[config.mk]
export PLATFORM = sky130hd
export DESIGN_NAME = obi_bus_arbiter
export DESIGN_NICKNAME = d
export VERILOG_FILES = /design/src/rtl/obi_bus_arbiter.sv
export SDC_FILE = /design/constraint.sdc
export NUM_CORES = 1
export LEC_CHECK = 0
export CAP_MARGIN = 20
export CORE_AREA = 3 3 108 110
export CTS_CLUSTER_DIAMETER = 30
export CTS_CLUSTER_SIZE = 24
export DETAILED_ROUTE_END_ITERATION = 8
export DIE_AREA = 0 0 111 113
export SYNTH_ARGS = -nofsm -noshare
export SYNTH_HDL_FRONTEND = slang
export SYNTH_SLANG_ARGS = --single-unit
[constraint.sdc]
create_clock -name clk_i -period 3.2 [get_ports clk_i]
set_input_delay 0.64 -clock clk_i [delete_from_list [all_inputs] [get_ports clk_i]]
set_output_delay 0.64 -clock clk_i [all_outputs]
set_load 0.1 [all_outputs]
[src/rtl/obi_bus_arbiter.sv]
// Merges an instruction and a data OBI manager onto one shared OBI manager port.
// Round-robin address arbitration with in-order response routing via a small route FIFO.
module obi_bus_arbiter #(
   parameter int unsigned ADDR_WIDTH     = 32,
   parameter int unsigned DATA_WIDTH     = 32,
   parameter int unsigned INSTR_WIDTH    = 32,
   parameter int unsigned MaxOutstanding = 2
) (
   input  logic                    clk_i,
   input  logic                    rst_i,

   input  logic                    imem_req_i,
   output logic                    imem_gnt_o,
   input  logic [ADDR_WIDTH-1:0]   imem_addr_i,
   output logic                    imem_rvalid_o,
   output logic [INSTR_WIDTH-1:0]  imem_rdata_o,
   output logic                    imem_err_o,

   input  logic                    dmem_req_i,
   output logic                    dmem_gnt_o,
   input  logic [ADDR_WIDTH-1:0]   dmem_addr_i,
   input  logic                    dmem_we_i,
   input  logic [DATA_WIDTH-1:0]   dmem_wdata_i,
   input  logic [DATA_WIDTH/8-1:0] dmem_be_i,
   output logic                    dmem_rvalid_o,
   output logic [DATA_WIDTH-1:0]   dmem_rdata_o,
   output logic                    dmem_err_o,

   output logic                    mem_req_o,
   input  logic                    mem_gnt_i,
   output logic [ADDR_WIDTH-1:0]   mem_addr_o,
   output logic                    mem_we_o,
   output logic [DATA_WIDTH-1:0]   mem_wdata_o,
   output logic [DATA_WIDTH/8-1:0] mem_be_o,
   input  logic                    mem_rvalid_i,
   input  logic [DATA_WIDTH-1:0]   mem_rdata_i,
   input  logic                    mem_err_i,

   output logic                    proto_err_o
);

   localparam int unsigned PtrWidth = (MaxOutstanding > 1) ? $clog2(MaxOutstanding) : 1;
   localparam int unsigned CntWidth = $clog2(MaxOutstanding + 1);

   if (!(DATA_WIDTH == 32 || DATA_WIDTH == 64)) begin : g_bad_width
      $fatal(1, "obi_bus_arbiter: DATA_WIDTH must be 32 or 64");
   end
   if (MaxOutstanding < 1) begin : g_bad_depth
      $fatal(1, "obi_bus_arbiter: MaxOutstanding must be >= 1");
   end

   typedef enum logic [1:0] {StIdle, StLockI, StLockD} state_e;

   state_e                state_q, state_d;
   logic                  prefer_d_q;
   logic                  proto_err_q;
   logic                  fifo_port_q [MaxOutstanding];
   logic                  fifo_a2_q   [MaxOutstanding];
   logic [PtrWidth-1:0]   wr_ptr_q, rd_ptr_q;
   logic [CntWidth-1:0]   count_q;

   logic                  sel_d, sel_req;
   logic                  fifo_full, fifo_empty;
   logic                  handshake, resp_valid;
   logic                  head_port, head_a2;
   logic [63:0]           rdata_ext;
   logic [31:0]           instr_word;

   function automatic logic [PtrWidth-1:0] ptr_inc(input logic [PtrWidth-1:0] p);
      return (p == PtrWidth'(MaxOutstanding - 1)) ? '0 : p + 1'b1;
   endfunction

   // A locked selection is held until its grant so the address phase stays stable.
   always_comb begin
      sel_d   = 1'b0;
      sel_req = 1'b0;
      unique case (state_q)
         StLockI: begin
            sel_d   = 1'b0;
            sel_req = imem_req_i;
         end
         StLockD: begin
            sel_d   = 1'b1;
            sel_req = dmem_req_i;
         end
         default: begin
            sel_d   = (imem_req_i && dmem_req_i) ? prefer_d_q : dmem_req_i;
            sel_req = imem_req_i | dmem_req_i;
         end
      endcase
   end

   assign fifo_full  = (count_q == CntWidth'(MaxOutstanding));
   assign fifo_empty = (count_q == '0);

   // Full blocks the request even if a response pops this cycle: no rvalid-to-req path.
   assign mem_req_o   = sel_req & ~fifo_full & ~rst_i;
   assign handshake   = mem_req_o & mem_gnt_i;
   assign imem_gnt_o  = handshake & ~sel_d;
   assign dmem_gnt_o  = handshake & sel_d;
   assign mem_addr_o  = sel_d ? dmem_addr_i : imem_addr_i;
   assign mem_we_o    = sel_d & dmem_we_i;
   assign mem_wdata_o = sel_d ? dmem_wdata_i : '0;
   assign mem_be_o    = sel_d ? dmem_be_i : '1;

   always_comb begin
      state_d = StIdle;
      if (!handshake && sel_req) begin
         state_d = sel_d ? StLockD : StLockI;
      end
   end

   assign head_port  = fifo_port_q[rd_ptr_q];
   assign head_a2    = fifo_a2_q[rd_ptr_q];
   assign resp_valid = mem_rvalid_i & ~fifo_empty & ~rst_i;

   assign rdata_ext  = 64'(mem_rdata_i);
   assign instr_word = (head_a2 && DATA_WIDTH == 64) ? rdata_ext[63:32] : rdata_ext[31:0];

   assign imem_rvalid_o = resp_valid & ~head_port;
   assign dmem_rvalid_o = resp_valid & head_port;
   assign imem_err_o    = imem_rvalid_o & mem_err_i;
   assign dmem_err_o    = dmem_rvalid_o & mem_err_i;
   assign imem_rdata_o  = imem_rvalid_o ? INSTR_WIDTH'(instr_word) : '0;
   assign dmem_rdata_o  = dmem_rvalid_o ? mem_rdata_i : '0;
   assign proto_err_o   = proto_err_q;

   always_ff @(posedge clk_i) begin
      if (rst_i) begin
         state_q     <= StIdle;
         prefer_d_q  <= 1'b1;
         proto_err_q <= 1'b0;
         wr_ptr_q    <= '0;
         rd_ptr_q    <= '0;
         count_q     <= '0;
      end else begin
         state_q <= state_d;
         if (handshake) begin
            fifo_port_q[wr_ptr_q] <= sel_d;
            fifo_a2_q[wr_ptr_q]   <= mem_addr_o[2];
            wr_ptr_q              <= ptr_inc(wr_ptr_q);
            prefer_d_q            <= ~sel_d;
         end
         if (resp_valid) begin
            rd_ptr_q <= ptr_inc(rd_ptr_q);
         end
         if (handshake && !resp_valid) begin
            count_q <= count_q + 1'b1;
         end else if (!handshake && resp_valid) begin
            count_q <= count_q - 1'b1;
         end
         if (mem_rvalid_i && fifo_empty) begin
            proto_err_q <= 1'b1;
         end
      end
   end

endmodule

==> results of run 1 <==
==> layout by cell type, fill, tap and decap left out, types with 4 or more instances in the layout <==
master             n
buf_12           142
clkdlybuf4s50_1  139
and3_1            67
and2_1            34
mux2_2            26
nor2_1            10
dfxtp_1            9
inv_1              8
mux2_1             7
nand2b_1           5
buf_4              4
==> logic make-up after synthesis <==
group,Yosys count,share of synthesized area
and+or+nand+nor,126,0.4600
adders and majority gates,3,0.02285
AOI/OAI and AO/OA,9,0.03198
muxes,36,0.2445
buffers and inverters,30,0.07845
xor gates and xnor gates,3,0.01600
DFF,11,0.1462
==> layer usage <==
layer | wire (µm) | track usage
met1 | 4288 | 0.1892
met2 | 5375 | 0.2856
met3 | 1140 | 0.05722
met4 | 143 | 0.02874
met5 | 13 | 0
==> final cells by class <==
type,instances,area [µm²]
timing repair buffer,285,4264
tap,140,175.2
fill,928,4742
multi-input combinational,177,1296
inverter,8,30.03
clock buffer,4,45.04
sequential,11,240.2
==> through the flow <==
stage                     setup WS, ns  hold WS [ns]  power [W]
after CTS                       0.2790        0.4749   0.002379
after floorplan                0.07942        0.4502   0.001392
after detailed placement        0.2901        0.4613   0.002236
after global routing            0.2077        0.5189   0.002439
final                           0.2843        0.4701   0.002365
after global placement          0.3208        0.4573   0.002223
==> final timing paths <==
| check | from | endpoint | slack, ns | depth (start not counted) |
|---|---|---|---|---|
| hold reg to reg | proto_err_o$_SDFFE_PP0P_ | proto_err_o$_SDFFE_PP0P_ | 0.47 | 2 |
| setup / recovery | imem_req_i | mem_addr_o[30] | 0.28 | 6 |
| hold / removal | proto_err_o$_SDFFE_PP0P_ | proto_err_o$_SDFFE_PP0P_ | 0.47 | 2 |
| setup reg to reg | state_q[0]$_SDFF_PP0_ | count_q[1]$_SDFFE_PP0P_ | 0.82 | 8 |
==> power by group <==
part	total, W	internal (W)	switching [W]
registers	0.000179	0.000162	0.0000172
clock network	0.000138	0.0000874	0.0000511
logic	0.00205	0.000766	0.00128
==> critical path: stages <==
cell and delay [ns]:
clkdlybuf4s50_1 0.42, nor2b_1 0.16, o22ai_4 0.16, buf_12 0.27, mux2_1 0.40, buf_12 0.18
==> flip-flops by register name, indices dropped and copies added (netlist names), named ones only <==
register	flops
proto_err_o	1
fifo_port_q	2
state_q	2
count_q	2
prefer_d_q	1
wr_ptr_q	1
rd_ptr_q	1
==> impl_metrics.json, run 1 <==
{
  "run_status": "finished clean",
  "die_w_um": 111,
  "period_needed_ns": 2.916,
  "dr_total_vias": 2663,
  "floorplan.rows": 38,
  "crit_path_max_fanout": 65,
  "vias_in_the_first_global_route": 2722,
  "postSynthNetCount": 361,
  "antenna_cells": 0,
  "clock_buffer_count_from_cts": 3,
  "finalSetupViolations": 0,
  "postRouteWirelength_mm": 10.96,
  "cts_resized": 0,
  "number_of_enable_type_register_cells_in_the_synthesized_netlist": 2,
  "floorplan.core_area_um2": 10790,
  "yosysWarningCount": 0,
  "ant_nets": 0,
  "cts_setup_buffers": 0,
  "clk_latency_ns": 0.24,
  "cts.htree.levels": 1,
  "number_of_max_cap_violations": 0,
  "postSynthCellCount": 218,
  "avgSynthCellArea_um2": 7.536,
  "cts_max_path_buffers": 2,
  "syn_area_um2": 1643,
  "dpl.cell_count": 621,
  "drc": 0,
  "final_util": 0.5606,
  "track_usage": 0.1609,
  "place_area_um2": 6006,
  "grt_start_max_net_pins": 68,
  "grt_remaining_overflow": 0,
  "gpl.final_weighted_congestion": 0.8501,
  "ctsRootBufferMaster": "clkbuf_8",
  "hold_buf_count_cts": 0,
  "yosysMostFrequentCell": "and3_1",
  "synth.ff_latch_count": 11,
  "port_buffers": 280,
  "layout.cell_area.non_filler_um2": 6051,
  "cts_sinks": 11,
  "synth_async_sr_flop_share": 0,
  "die_area_um2": 12540,
  "critPathArrivalTime_ns": 2.28,
  "synth_top_area_share": 0.2551,
  "crit_type": "input port to primary output",
  "irDropWorstVdd_v": 0.0003009,
  "drt_first_pass_iters": 6,
  "viasPerCell": 4.261,
  "antenna_found_initial": 1,
  "maxSlewHeadroom": 0.6488,
  "die_height_um": 113,
  "fin_tns_setup_ns": 0,
  "powerDensity_nw_per_um2": 390.8,
  "synth.lib_cells_used.distinct": 25,
  "fin_skew_ns": 0.002277,
  "finalNonFillerCells": 625,
  "detailedRoute.firstIterationViolations": 159,
  "worst_setup_hold_path_clk_slew_ns": 0.05,
  "synthTopCellsByArea": "and3_1 26%, mux2_2 18%, and2_1 13%, dfxtp_1 11%, mux2_1 4.8%",
  "final-max-slew-violation-count": 0,
  "max_clock_freq_mhz": 343.0,
  "final_nets": 629,
  "tritoncts": "done",
  "end_kind": "primary output",
  "synth_area_leader_cell": "and3_1",
  "area.growth.synth_to_final_pct": 268.3,
  "p_leak_nw": 2.680,
  "io-pin-count": 281,
  "fin_crit_sh": 0.9112,
  "detailed_place_hpwl_mm": 9.704,
  "worst_hold_path_type": "flop to flop",
  "global_route_wire_length_before_repair_mm": 16.01,
  "post_drt_wl_per_cell_um": 17.54,
  "drive_gt1_frac": 0.3711,
  "critPathRequiredTime_ns": 2.56,
  "worstSetupStartpointType": "input port",
  "post_synth_most_frequent_cells": "67 x and3_1, 34 x and2_1, 26 x mux2_2, 11 x clkbuf_1, 11 x nor2_1",
  "grt_setup_unrepaired": "false",
  "ys_seq_area_frac": 0.1462,
  "start_util": 0.1522,
  "synth-main-ff-cell": "dfxtp_1",
  "timing_worst_slew_pin_value_ns": 0.5268,
  "finalHoldViolCount": 0
}
(Power assumes the default switching activity.)
==> inputs of run 2 (changes only) <==
--- a/config.mk
+++ b/config.mk
@@ -11,6 +11,7 @@
 export CTS_CLUSTER_SIZE = 24
 export DETAILED_ROUTE_END_ITERATION = 8
 export DIE_AREA = 0 0 111 113
+export GPL_TIMING_DRIVEN = 0
 export SYNTH_ARGS = -nofsm -noshare
 export SYNTH_HDL_FRONTEND = slang
 export SYNTH_SLANG_ARGS = --single-unit
==> run 2 against run 1 <==
Maximum frequency fell by 5.5%. Non-clock buffer count rose by 16. Clock skew fell by 0.0011 ns. Register-to-register slack got worse by 0.04 ns.
==> impl_metrics.json, run 2 (same netlist as run 1, synthesis figures left out) <==
{
  "clock_buffer_count_from_cts": 3,
  "setup_slack_ns": 0.1156,
  "critPathRequiredTime_ns": 2.56,
  "floorplan.rows": 38,
  "hold_path_startpoint": "wr_ptr_q$_SDFFE_PP0N_",
  "port_buffers": 279,
  "die_height_um": 113,
  "start_util": 0.1522,
  "finalHoldViolCount": 0,
  "max_clock_freq_mhz": 324.2,
  "ant_nets": 0,
  "preCtsSetupSlack_ns": -0.8842,
  "finalSetupViolations": 0,
  "ctsRootBufferMaster": "clkbuf_8",
  "number_of_cell_instances_on_the_worst_register_to_register_path": 8,
  "number_of_max_cap_violations": 0,
  "fin_skew_ns": 0.001197,
  "final-max-slew-violation-count": 0,
  "vias_in_the_first_global_route": 2834,
  "postRouteWirelength_mm": 10.84,
  "area.growth.synth_to_final_pct": 160.9,
  "report.power.total_w": 0.001951,
  "worst_hold_path_type": "flop to flop",
  "place_area_um2": 4616,
  "cts_setup_buffers": 0,
  "cts_sinks": 11,
  "cts.htree.levels": 1,
  "cts_max_path_buffers": 2,
  "global_route_wire_length_before_repair_mm": 15.57,
  "tritoncts": "done",
  "critPathArrivalTime_ns": 2.44,
  "worstReg2RegStart": "state_q[0]$_SDFF_PP0_",
  "drive_gt1_frac": 0.3653,
  "antenna_found_initial": 0,
  "layout.cell_area.non_filler_um2": 4285,
  "dr_total_vias": 2730,
  "grt_remaining_overflow": 0,
  "hold_slack_ns": 0.4813,
  "end_kind": "primary output",
  "gpl.final_weighted_congestion": 0.8607,
  "floorplan.core_area_um2": 10790,
  "final_nets": 645,
  "layout.cells.most_common": "clkdlybuf4s50_1",
  "hold_buf_count_cts": 0,
  "powerDensity_nw_per_um2": 455.2,
  "fin_crit_sh": 0.9639,
  "worstSetupStartpointType": "input port",
  "worst_setup_hold_path_clk_slew_ns": 0.05,
  "period_needed_ns": 3.084,
  "detailed_place_hpwl_mm": 9.508,
  "track_usage": 0.1565,
  "die_w_um": 111,
  "layout_top_registers": "count_q (2), fifo_port_q (2), state_q (2)",
  "crit_type": "input port to primary output",
  "maxSlewHeadroom": 0.3422,
  "irDropWorstVdd_v": 0.0002476,
  "antenna_cells": 0,
  "drt_first_pass_iters": 4,
  "timing_worst_slew_pin_value_ns": 0.9836,
  "detailedRoute.firstIterationViolations": 105,
  "p_leak_nw": 2.167,
  "timing.reg2reg.setup_slack_ns": 0.78,
  "timing.hold.worst_path_depth": 1,
  "min_to": "wr_ptr_q$_SDFFE_PP0N_",
  "fin_tns_setup_ns": 0,
  "grt_setup_unrepaired": "false",
  "die_area_um2": 12540,
  "clk_latency_ns": 0.24,
  "layout.cells.most_common_list": "139 x clkdlybuf4s50_1, 67 x and3_1, 58 x buf_2, 40 x buf_4, 34 x and2_1",
  "io-pin-count": 281,
  "grt_start_max_net_pins": 12,
  "crit_path_max_fanout": 10,
  "run_status": "finished clean",
  "worst_r2r_endpoint": "count_q[1]$_SDFFE_PP0P_",
  "viasPerCell": 4.259,
  "post_drt_wl_per_cell_um": 16.92,
  "drc": 0
}
==> run 2: changes by cell type in the layout (fill, tap and decap cells not counted) <==
cell | previous run | this run
buf_2 | 0 | 58
clkdlybuf4s15_1 | 0 | 1
clkbuf_4 | 0 | 29
o22ai_4 | 1 | 0
mux2i_1 | 2 | 3
mux2i_2 | 1 | 0
buf_4 | 4 | 40
o22ai_2 | 0 | 1
buf_12 | 142 | 0
buf_6 | 0 | 3
clkdlybuf4s15_2 | 0 | 20
clkbuf_1 | 1 | 12
==> run 2: layout make-up <==
cell class                 count  area, µm²
buffer                        22      101.3
clock buffer                   4      45.04
fill                        1141       6507
inverter                       8      30.03
multi-input combinational    177       1285
sequential                    11      240.2
tap                          140      175.2
timing repair buffer         279       2409
==> run 2: layer usage <==
metal | track usage | wire length (µm)
met1 | 0.1788 | 4370
met2 | 0.2820 | 5283
met3 | 0.05615 | 1059
met4 | 0.03202 | 129
met5 | 0 | 0
==> run 2: worst max path at each step <==
stage | startpoint | end | slack [ns] | cells past startpoint
2_1_floorplan | rst_i | dmem_rvalid_o | 0.08 | 5
3_3_place_gp | imem_req_i | mem_wdata_o[9] | -0.90 | 7
3_5_place_dp | imem_req_i | mem_wdata_o[9] | -0.88 | 7
4_1_cts | mem_rvalid_i | imem_rdata_o[23] | 0.001 | 7
5_1_grt | mem_rvalid_i | dmem_rdata_o[29] | 0.0005 | 6
6_report | imem_req_i | mem_be_o[3] | 0.12 | 7
==> run 2: metrics by stage <==
stage,utilization,instances
6_report,0.3971,641
5_1_grt,0.3971,641
4_1_cts,0.3946,641
3_5_place_dp,0.4277,637
3_3_place_gp,0.4277,637
2_1_floorplan,-,218
==> run 2: critical path, cell delays in order <==
cell,delay (ns)
clkdlybuf4s50_1,0.48
nor2b_1,0.18
o22ai_2,0.12
buf_4,0.19
buf_4,0.18
nand2b_1,0.09
clkdlybuf4s15_2,0.56
==> run 2: what timing repair did <==
item                                    CTS  global route
endpoints found under the setup margin  140            78
hold endpoints to repair                  0             0
resized for setup                       678            60
==> run 2: power by group <==
group          internal (W)  total [W]  switching (W)  leakage [nW]
registers          0.000162   0.000179      0.0000167        0.0924
clock network     0.0000874   0.000139      0.0000514        0.0228
logic              0.000412    0.00163        0.00122          2.05
